### config.mk
export PLATFORM = sky130hd
export DESIGN_NAME = ddr3_port_arbiter_flat
export DESIGN_NICKNAME = d
export VERILOG_FILES = /design/src/rtl/ddr3_port_arbiter_pkg.sv /design/src/rtl/ddr3_port_arbiter_if.sv /design/src/rtl/ddr3_port_arbiter_tag_fifo.sv /design/src/rtl/ddr3_port_arbiter.sv /design/src/flat_wrapper.sv
export SDC_FILE = /design/constraint.sdc
export NUM_CORES = 1
export LEC_CHECK = 0
export ABC_CLOCK_PERIOD_IN_PS = 5100
export CAP_MARGIN = 0
export CELL_PAD_IN_SITES_DETAIL_PLACEMENT = 0
export CELL_PAD_IN_SITES_GLOBAL_PLACEMENT = 1
export CORE_MARGIN = 8
export CORE_UTILIZATION = 31
export DETAILED_ROUTE_END_ITERATION = 7
export GPL_TIMING_DRIVEN = 0
export PLACE_DENSITY_LB_ADDON = 0.08
export SLEW_MARGIN = 20
export SYNTH_ARGS = -nofsm -noshare
export SYNTH_HDL_FRONTEND = slang
export SYNTH_SLANG_ARGS = --single-unit
export TNS_END_PERCENT = 50
### constraint.sdc
create_clock -name clk -period 5.1 [get_ports clk]
set_input_delay 0.765 -clock clk [delete_from_list [all_inputs] [get_ports clk]]
set_output_delay 0.765 -clock clk [all_outputs]
set_load 0.02 [all_outputs]
### src/rtl/ddr3_port_arbiter_pkg.sv
// ddr3_pkg: command codes, FSM encodings and burst sizing shared by the DDR3 port arbiter
package ddr3_pkg;
    localparam logic [2:0] CMD_NOP = 3'b000;
    localparam logic [2:0] CMD_RD = 3'b001;
    localparam logic [2:0] CMD_WR = 3'b010;
    localparam logic [1:0] ST_IDLE = 2'd0;
    localparam logic [1:0] ST_WDATA = 2'd1;
    localparam logic [1:0] ST_ISSUE = 2'd2;
    function automatic logic [5:0] words_per_cmd(input logic [1:0] sz, input int bl);
        return 6'((int'(sz) + 1) * bl);
    endfunction
endpackage

### src/rtl/ddr3_port_arbiter_if.sv
// ddr3_port_arbiter_if: host-port and controller-side signals of the DDR3 port arbiter
interface ddr3_port_arbiter_if #(
    parameter int NPORTS = 4,
    parameter int AW = 26,
    parameter int DW = 16
);
    logic [NPORTS-1:0] p_cmd_valid, p_cmd_ready, p_wvalid, p_wready, p_rvalid;
    logic [3*NPORTS-1:0] p_cmd, p_op;
    logic [2*NPORTS-1:0] p_sz;
    logic [AW*NPORTS-1:0] p_addr;
    logic [DW*NPORTS-1:0] p_wdata;
    logic [DW-1:0] p_rdata, c_din, c_dout;
    logic [AW-1:0] p_raddr, c_addr, c_raddr;
    logic c_ready, c_cmd_notfull, c_notfull, c_cmd_put, c_din_put, c_validout, err_orphan;
    logic [2:0] c_cmd, c_op;
    logic [1:0] c_sz;
    modport slave (
        input p_cmd_valid, p_cmd, p_sz, p_op, p_addr, p_wdata, p_wvalid,
        input c_ready, c_cmd_notfull, c_notfull, c_validout, c_dout, c_raddr,
        output p_cmd_ready, p_wready, p_rdata, p_raddr, p_rvalid,
        output c_cmd_put, c_cmd, c_sz, c_op, c_addr, c_din_put, c_din, err_orphan
    );
    modport master (
        output p_cmd_valid, p_cmd, p_sz, p_op, p_addr, p_wdata, p_wvalid,
        output c_ready, c_cmd_notfull, c_notfull, c_validout, c_dout, c_raddr,
        input p_cmd_ready, p_wready, p_rdata, p_raddr, p_rvalid,
        input c_cmd_put, c_cmd, c_sz, c_op, c_addr, c_din_put, c_din, err_orphan
    );
endinterface

### src/rtl/ddr3_port_arbiter_tag_fifo.sv
// ddr3_tag_fifo: in-order queue of {port, sz} tags for reads still awaiting return data
module ddr3_tag_fifo #(
    parameter int W = 4,
    parameter int DEPTH = 16
) (
    input logic clk,
    input logic resetbar,
    input logic push,
    input logic [W-1:0] din,
    input logic pop,
    output logic [W-1:0] dout,
    output logic empty,
    output logic full
);
    localparam int PTR = $clog2(DEPTH);
    typedef logic [PTR:0] cnt_t;
    logic [W-1:0] mem [DEPTH];
    logic [PTR-1:0] wp, rp;
    cnt_t cnt;
    assign dout = mem[rp];
    assign empty = cnt == '0;
    assign full = cnt == cnt_t'(DEPTH);
    always_ff @(posedge clk or negedge resetbar) begin
        if (!resetbar) begin
            wp <= '0;
            rp <= '0;
            cnt <= '0;
        end else begin
            if (push) wp <= wp + 1'b1;
            if (pop) rp <= rp + 1'b1;
            cnt <= cnt + cnt_t'(push) - cnt_t'(pop);
        end
    end
    always_ff @(posedge clk) begin
        if (push) mem[wp] <= din;
    end
endmodule

### src/rtl/ddr3_port_arbiter.sv
// ddr3_port_arbiter: round-robin N-port front end for the ddr3_controller host interface,
// pushing write data ahead of each write command and routing read returns by tag.
module ddr3_port_arbiter
    import ddr3_pkg::*;
#(
    parameter int NPORTS = 4,
    parameter int AW = 26,
    parameter int DW = 16,
    parameter int BL = 8,
    parameter int TAG_DEPTH = 16
) (
    input logic clk,
    input logic resetbar,
    ddr3_port_arbiter_if.slave bus
);
    localparam int PW = $clog2(NPORTS);
    localparam int TW = PW + 2;
    logic [1:0] state;
    logic [PW-1:0] last_grant, g, pick;
    logic found, issue, wfire, hit, last_r, t_empty, t_full;
    logic [NPORTS-1:0] elig, g_oh;
    logic [5:0] wcnt, rcnt;
    logic [TW-1:0] head;
    // a read is only eligible while the tag queue can accept its tag
    always_comb begin
        elig = '0;
        for (int i = 0; i < NPORTS; i++)
            elig[i] = bus.p_cmd_valid[i] && !(bus.p_cmd[3*i +: 3] == CMD_RD && t_full);
    end
    always_comb begin
        found = 1'b0;
        pick = '0;
        for (int k = 1; k <= NPORTS; k++) begin
            if (!found && elig[(int'(last_grant) + k) % NPORTS]) begin
                found = 1'b1;
                pick = PW'((int'(last_grant) + k) % NPORTS);
            end
        end
    end
    assign g_oh = NPORTS'(1) << g;
    assign issue = state == ST_ISSUE && bus.c_cmd_notfull;
    assign wfire = state == ST_WDATA && bus.p_wvalid[g] && bus.c_notfull;
    assign hit = bus.c_validout && !t_empty;
    assign last_r = rcnt == words_per_cmd(head[1:0], BL) - 6'd1;
    assign bus.c_cmd_put = issue;
    assign bus.p_cmd_ready = issue ? g_oh : '0;
    assign bus.c_din_put = wfire;
    assign bus.c_din = wfire ? bus.p_wdata[DW*g +: DW] : '0;
    assign bus.p_wready = wfire ? g_oh : '0;
    assign bus.p_rvalid = hit ? NPORTS'(1) << head[TW-1:2] : '0;
    assign bus.p_rdata = hit ? bus.c_dout : '0;
    assign bus.p_raddr = hit ? bus.c_raddr : '0;
    always_ff @(posedge clk or negedge resetbar) begin
        if (!resetbar) begin
            state <= ST_IDLE;
            last_grant <= PW'(NPORTS - 1);
            g <= '0;
            wcnt <= '0;
            bus.c_cmd <= '0;
            bus.c_sz <= '0;
            bus.c_op <= '0;
            bus.c_addr <= '0;
        end else begin
            case (state)
                ST_IDLE: if (bus.c_ready && found) begin
                    g <= pick;
                    wcnt <= '0;
                    bus.c_cmd <= bus.p_cmd[3*pick +: 3];
                    bus.c_sz <= bus.p_sz[2*pick +: 2];
                    bus.c_op <= bus.p_op[3*pick +: 3];
                    bus.c_addr <= bus.p_addr[AW*pick +: AW];
                    state <= bus.p_cmd[3*pick +: 3] == CMD_WR ? ST_WDATA : ST_ISSUE;
                end
                ST_WDATA: if (wfire) begin
                    wcnt <= wcnt + 6'd1;
                    if (wcnt == words_per_cmd(bus.c_sz, BL) - 6'd1) state <= ST_ISSUE;
                end
                ST_ISSUE: if (issue) begin
                    last_grant <= g;
                    state <= ST_IDLE;
                end
                default: state <= ST_IDLE;
            endcase
        end
    end
    always_ff @(posedge clk or negedge resetbar) begin
        if (!resetbar) begin
            rcnt <= '0;
            bus.err_orphan <= 1'b0;
        end else begin
            if (hit) rcnt <= last_r ? 6'd0 : rcnt + 6'd1;
            if (bus.c_validout && t_empty) bus.err_orphan <= 1'b1;
        end
    end
    ddr3_tag_fifo #(.W(TW), .DEPTH(TAG_DEPTH)) u_tags (
        .clk(clk),
        .resetbar(resetbar),
        .push(issue && bus.c_cmd == CMD_RD),
        .din({g, bus.c_sz}),
        .pop(hit && last_r),
        .dout(head),
        .empty(t_empty),
        .full(t_full)
    );
endmodule

### src/flat_wrapper.sv
// flat-port wrapper written by rule: the top's interface ports become plain ports
module ddr3_port_arbiter_flat import ddr3_pkg::*;
#(
    parameter int NPORTS = 4,
    parameter int AW = 26,
    parameter int DW = 16,
    parameter int BL = 8,
    parameter int TAG_DEPTH = 16
)
  (clk, resetbar, bus_p_cmd_valid, bus_p_cmd, bus_p_sz, bus_p_op, bus_p_addr, bus_p_wdata, bus_p_wvalid, bus_c_ready, bus_c_cmd_notfull, bus_c_notfull, bus_c_validout, bus_c_dout, bus_c_raddr, bus_p_cmd_ready, bus_p_wready, bus_p_rdata, bus_p_raddr, bus_p_rvalid, bus_c_cmd_put, bus_c_cmd, bus_c_sz, bus_c_op, bus_c_addr, bus_c_din_put, bus_c_din, bus_err_orphan);
  ddr3_port_arbiter_if #(.NPORTS(NPORTS), .AW(AW), .DW(DW)) bus_i ();
  input logic clk;
  input logic resetbar;
  input wire logic [$bits(bus_i.p_cmd_valid)-1:0] bus_p_cmd_valid;
  input wire logic [$bits(bus_i.p_cmd)-1:0] bus_p_cmd;
  input wire logic [$bits(bus_i.p_sz)-1:0] bus_p_sz;
  input wire logic [$bits(bus_i.p_op)-1:0] bus_p_op;
  input wire logic [$bits(bus_i.p_addr)-1:0] bus_p_addr;
  input wire logic [$bits(bus_i.p_wdata)-1:0] bus_p_wdata;
  input wire logic [$bits(bus_i.p_wvalid)-1:0] bus_p_wvalid;
  input wire logic [$bits(bus_i.c_ready)-1:0] bus_c_ready;
  input wire logic [$bits(bus_i.c_cmd_notfull)-1:0] bus_c_cmd_notfull;
  input wire logic [$bits(bus_i.c_notfull)-1:0] bus_c_notfull;
  input wire logic [$bits(bus_i.c_validout)-1:0] bus_c_validout;
  input wire logic [$bits(bus_i.c_dout)-1:0] bus_c_dout;
  input wire logic [$bits(bus_i.c_raddr)-1:0] bus_c_raddr;
  output wire logic [$bits(bus_i.p_cmd_ready)-1:0] bus_p_cmd_ready;
  output wire logic [$bits(bus_i.p_wready)-1:0] bus_p_wready;
  output wire logic [$bits(bus_i.p_rdata)-1:0] bus_p_rdata;
  output wire logic [$bits(bus_i.p_raddr)-1:0] bus_p_raddr;
  output wire logic [$bits(bus_i.p_rvalid)-1:0] bus_p_rvalid;
  output wire logic [$bits(bus_i.c_cmd_put)-1:0] bus_c_cmd_put;
  output wire logic [$bits(bus_i.c_cmd)-1:0] bus_c_cmd;
  output wire logic [$bits(bus_i.c_sz)-1:0] bus_c_sz;
  output wire logic [$bits(bus_i.c_op)-1:0] bus_c_op;
  output wire logic [$bits(bus_i.c_addr)-1:0] bus_c_addr;
  output wire logic [$bits(bus_i.c_din_put)-1:0] bus_c_din_put;
  output wire logic [$bits(bus_i.c_din)-1:0] bus_c_din;
  output wire logic [$bits(bus_i.err_orphan)-1:0] bus_err_orphan;
  assign bus_i.p_cmd_valid = bus_p_cmd_valid;
  assign bus_i.p_cmd = bus_p_cmd;
  assign bus_i.p_sz = bus_p_sz;
  assign bus_i.p_op = bus_p_op;
  assign bus_i.p_addr = bus_p_addr;
  assign bus_i.p_wdata = bus_p_wdata;
  assign bus_i.p_wvalid = bus_p_wvalid;
  assign bus_i.c_ready = bus_c_ready;
  assign bus_i.c_cmd_notfull = bus_c_cmd_notfull;
  assign bus_i.c_notfull = bus_c_notfull;
  assign bus_i.c_validout = bus_c_validout;
  assign bus_i.c_dout = bus_c_dout;
  assign bus_i.c_raddr = bus_c_raddr;
  assign bus_p_cmd_ready = bus_i.p_cmd_ready;
  assign bus_p_wready = bus_i.p_wready;
  assign bus_p_rdata = bus_i.p_rdata;
  assign bus_p_raddr = bus_i.p_raddr;
  assign bus_p_rvalid = bus_i.p_rvalid;
  assign bus_c_cmd_put = bus_i.c_cmd_put;
  assign bus_c_cmd = bus_i.c_cmd;
  assign bus_c_sz = bus_i.c_sz;
  assign bus_c_op = bus_i.c_op;
  assign bus_c_addr = bus_i.c_addr;
  assign bus_c_din_put = bus_i.c_din_put;
  assign bus_c_din = bus_i.c_din;
  assign bus_err_orphan = bus_i.err_orphan;
  ddr3_port_arbiter #(.NPORTS(NPORTS), .AW(AW), .DW(DW), .BL(BL), .TAG_DEPTH(TAG_DEPTH)) u_core (.clk(clk), .resetbar(resetbar), .bus(bus_i));
endmodule
==> run summary <==
Status - completed
GPL Wtd Cong - 0.7974
Largest net degree at the start of global routing - 48
Clock-pin transition on the worst setup and hold timing paths - 0.07 ns
Leak Pwr - 4.877 nW
YS warnings - 0
Num ports - 363
Core Util, Final - 49.81%
Most common cell after layout, fill and taps aside - clkdlybuf4s50_1
Gr ovfl total - 0
Logic pwr share - 49.3%
Max IR drop VDD - 0.2543 mV
Yosys top cell area share - 24.81%
RSZ-0062 raised after global routing - false
Final Routed Wirelength - 26.66 mm
Yosys cell types - 59
Area growth syn-to-layout - 60.03%
CP required - 5.40 ns
Slew HR - 40.36%
Count of input and output buffers - 362
Max-cap viol count - 0
Critical path class - register to register
Num CTS Buffers - 17
Mapped Area - 7747 µm²
Internal - 3.489 mW
Synthesized flop and latch total - 130
Area leader, netlist - edfxtp_1
DRT antenna net count - 0
Root buffer cell - clkbuf_16
Die Span Y - 174.1 µm
CTS tree - done
Final TNS setup - 0 ns
Share of layout cells above drive strength 1 - 11.13%
Most frequent cells in the layout - clkdlybuf4s50_1 (361), mux2i_1 (81), nand2_1 (68)
CP delay by family, top - adder cells
Crit path DAT - 4.89 ns
Die X - 174.1 µm
Total number of vias - 6606
Startpoint Class - register
Drt drc - 0
Sw frac - 38.01%
Post-synthesis average cell area - 11.48 µm²
Buf/Inv on CP - 4
PwrDens - 453.9 nW/µm²
Cell chain of the critical path - clkbuf_4, mux4_2, a22oi_1, nand2_1, ha_1, xor2_1, nand2_1, a21oi_1, o2111ai_2, nor2_2, ha_1, inv_1, ha_1, inv_1, fa_1, inv_1, a21oi_1, nor2_1, nor2_1, xnor2_1
Final worst path period share - 90.03%
Avg WL per Cell - 19.06 µm
Crit path time final - 4.591 ns
Drt first pass iters - 4
Ys async rst share - 50.77%
Sw Pwr - 2.139 mW
Hold-fix buffers at CTS - 0
Diode count - 0
Crit-path max cell delay - 0.58 ns
CTS H-tree lvls - 4
Post-synthesis sequential area ratio - 46.16%
Initial core utilization - 31.12%
Core Region - 24890 µm²
Kind of end point of the critical path - register
Avg Vias per Cell - 4.722
Clk Latency, worst-skew pair - 0.42 ns
Gate Count Post-Synth - 675
TritonCTS Sinks - 130
Total GRT Usage - 17.42%
Longest Clk Path Bufs - 2
Clk network pwr share - 21.3%
First-pass GRT wire length - 41.37 mm
Initial antenna violation count - 0
Min-Delay Path Class - input pin to asynchronous set/reset pin
Worst-margin pin slew - 0.8821 ns
Worst Path Max Fanout - 17
DP HPWL - 21.44 mm
Worst Clk Skew - 0.008775 ns
Vias in the first global route - 7112
Die area - 30310 µm²
Largest cells by area after synthesis - edfxtp_1 (25%), dfrtp_1 (21%), mux2i_1 (10%), mux4_2 (7.3%), mux2_2 (4.8%)
Synth Net Count - 947
Peak Freq - 0.2178 GHz
Drt initial violations - 273
Slew Viols, Final - 0
Fin nets - 1328
Slowest CP cell - mux4_2
Row cnt - 58
Reg power frac - 29.4%
Fin. Hold Viols - 0
Dominant synthesized flop cell - edfxtp_1
Final setup fails - 0
Post-synth EDFFs - 64
==> sequential cells by signal (all words and copies together), names as in the netlist <==
| signal | count |
|---|---|
| u_core.u_tags.cnt | 5 |
| u_core.last_grant | 2 |
| u_core.u_tags.rp | 4 |
| u_core.bus.err_orphan | 1 |
| u_core.bus.c_cmd | 3 |
| u_core.g | 2 |
| u_core.rcnt | 6 |
| u_core.u_tags.mem | 64 |
| u_core.u_tags.wp | 4 |
| u_core.bus.c_sz | 2 |
| u_core.wcnt | 6 |
| u_core.bus.c_op | 3 |
| u_core.state | 2 |
| u_core.bus.c_addr | 26 |
==> path summary, 6_finish.rpt <==
check	depth (start not counted)	slack, ns	from	to
worst max-delay path	20	0.51	u_core.u_tags.rp[0]$_DFFE_PN0P_	u_core.u_tags.cnt[4]$_DFF_PN0_
worst min-delay path	1	0.24	resetbar	u_core.u_tags.rp[3]$_DFFE_PN0P_
worst max register to register	20	0.51	u_core.u_tags.rp[0]$_DFFE_PN0P_	u_core.u_tags.cnt[4]$_DFF_PN0_
worst min register to register	1	0.46	u_core.bus.err_orphan$_DFFE_PN0P_	u_core.bus.err_orphan$_DFFE_PN0P_
max in group asynchronous	2	4.23	resetbar	u_core.last_grant[0]$_DFFE_PN1P_
min in group clk	1	0.46	u_core.bus.err_orphan$_DFFE_PN0P_	u_core.bus.err_orphan$_DFFE_PN0P_
==> metrics by stage <==
step	hold slack, ns	std cells	total power [mW]	cell area (µm²)	worst slack (ns)
CTS	0.2399	1399	5.713	12390	0.2635
finish	0.2414	1399	5.628	12400	0.5086
floorplan	0.4514	675	3.369	7747	0.7779
detailed placement	0.4560	1368	4.504	11810	-0.06943
global route	0.2451	1399	5.999	12400	0.03646
global placement	0.4443	1367	4.489	11780	-0.08989
==> layer usage <==
layer	GRT usage [%]	share of wire [%]	wire, µm
met5	0	0	0
met4	4.489	1.6	433
met3	6.379	7.5	1999
met2	30.21	50	13410
met1	19.99	41	10810
==> kinds of logic (layout without fill, tap and decap cells) <==
group,after synthesis,in the layout,share of synthesized area [%]
buffers and inverters,62,456,4.053
adders and majority gates,16,16,2.681
DFF,130,130,46.16
AOI/OAI and AO/OA,101,101,8.689
and+or+nand+nor,207,207,13.63
muxes,139,139,22.53
xor gates and xnor gates,20,20,2.261
==> final cells by class <==
type                            count  area [µm²]
Buffer                             40       234.0
Clock buffer                       17       425.4
Clock inverter                     15       162.7
Fill cell                        2279       12490
Inverter                           21       78.83
Multi-Input combinational cell    483        3860
Sequential cell                   130        3576
Tap cell                          330       412.9
Timing Repair Buffer              363        3649
==> power by group through the flow <==
stage | clock (mW) | sequential (mW) | combinational (mW)
6_report | 1.20 | 1.66 | 2.77
3_5_place_dp | 0 | 1.68 | 2.82
2_1_floorplan | 0 | 1.77 | 1.60
3_3_place_gp | 0 | 1.67 | 2.82
5_1_grt | 1.27 | 1.70 | 3.03
4_1_cts | 1.22 | 1.66 | 2.83
==> Yosys cell counts (all sizes together) (2+ instances only) <==
cell,count
xor2,8
buf,19
dfrtp,64
a22o,2
a211oi,2
o211ai,2
mux2i,81
o211a,3
mux4,25
and2,43
a21oi,11
nor3b,2
o21ai,45
nor2b,21
edfxtp,64
nand3,10
dfstp,2
nand4,2
o2111ai,5
nor2,34
a21o,5
nor4b,2
and3,3
nand2b,6
o21a,2
and4bb,2
xnor2,12
ha,15
clkbuf,22
nand3b,3
nand2,68
mux2,33
a22oi,5
nor3,8
a221oi,8
inv,21
==> repair_timing <==
item	4_1_cts	5_1_grt
gates resized for setup	0	2
setup buffers	0	0
endpoints found under the setup margin	1	1
cloned	0	0
(Power assumes the default switching activity.)
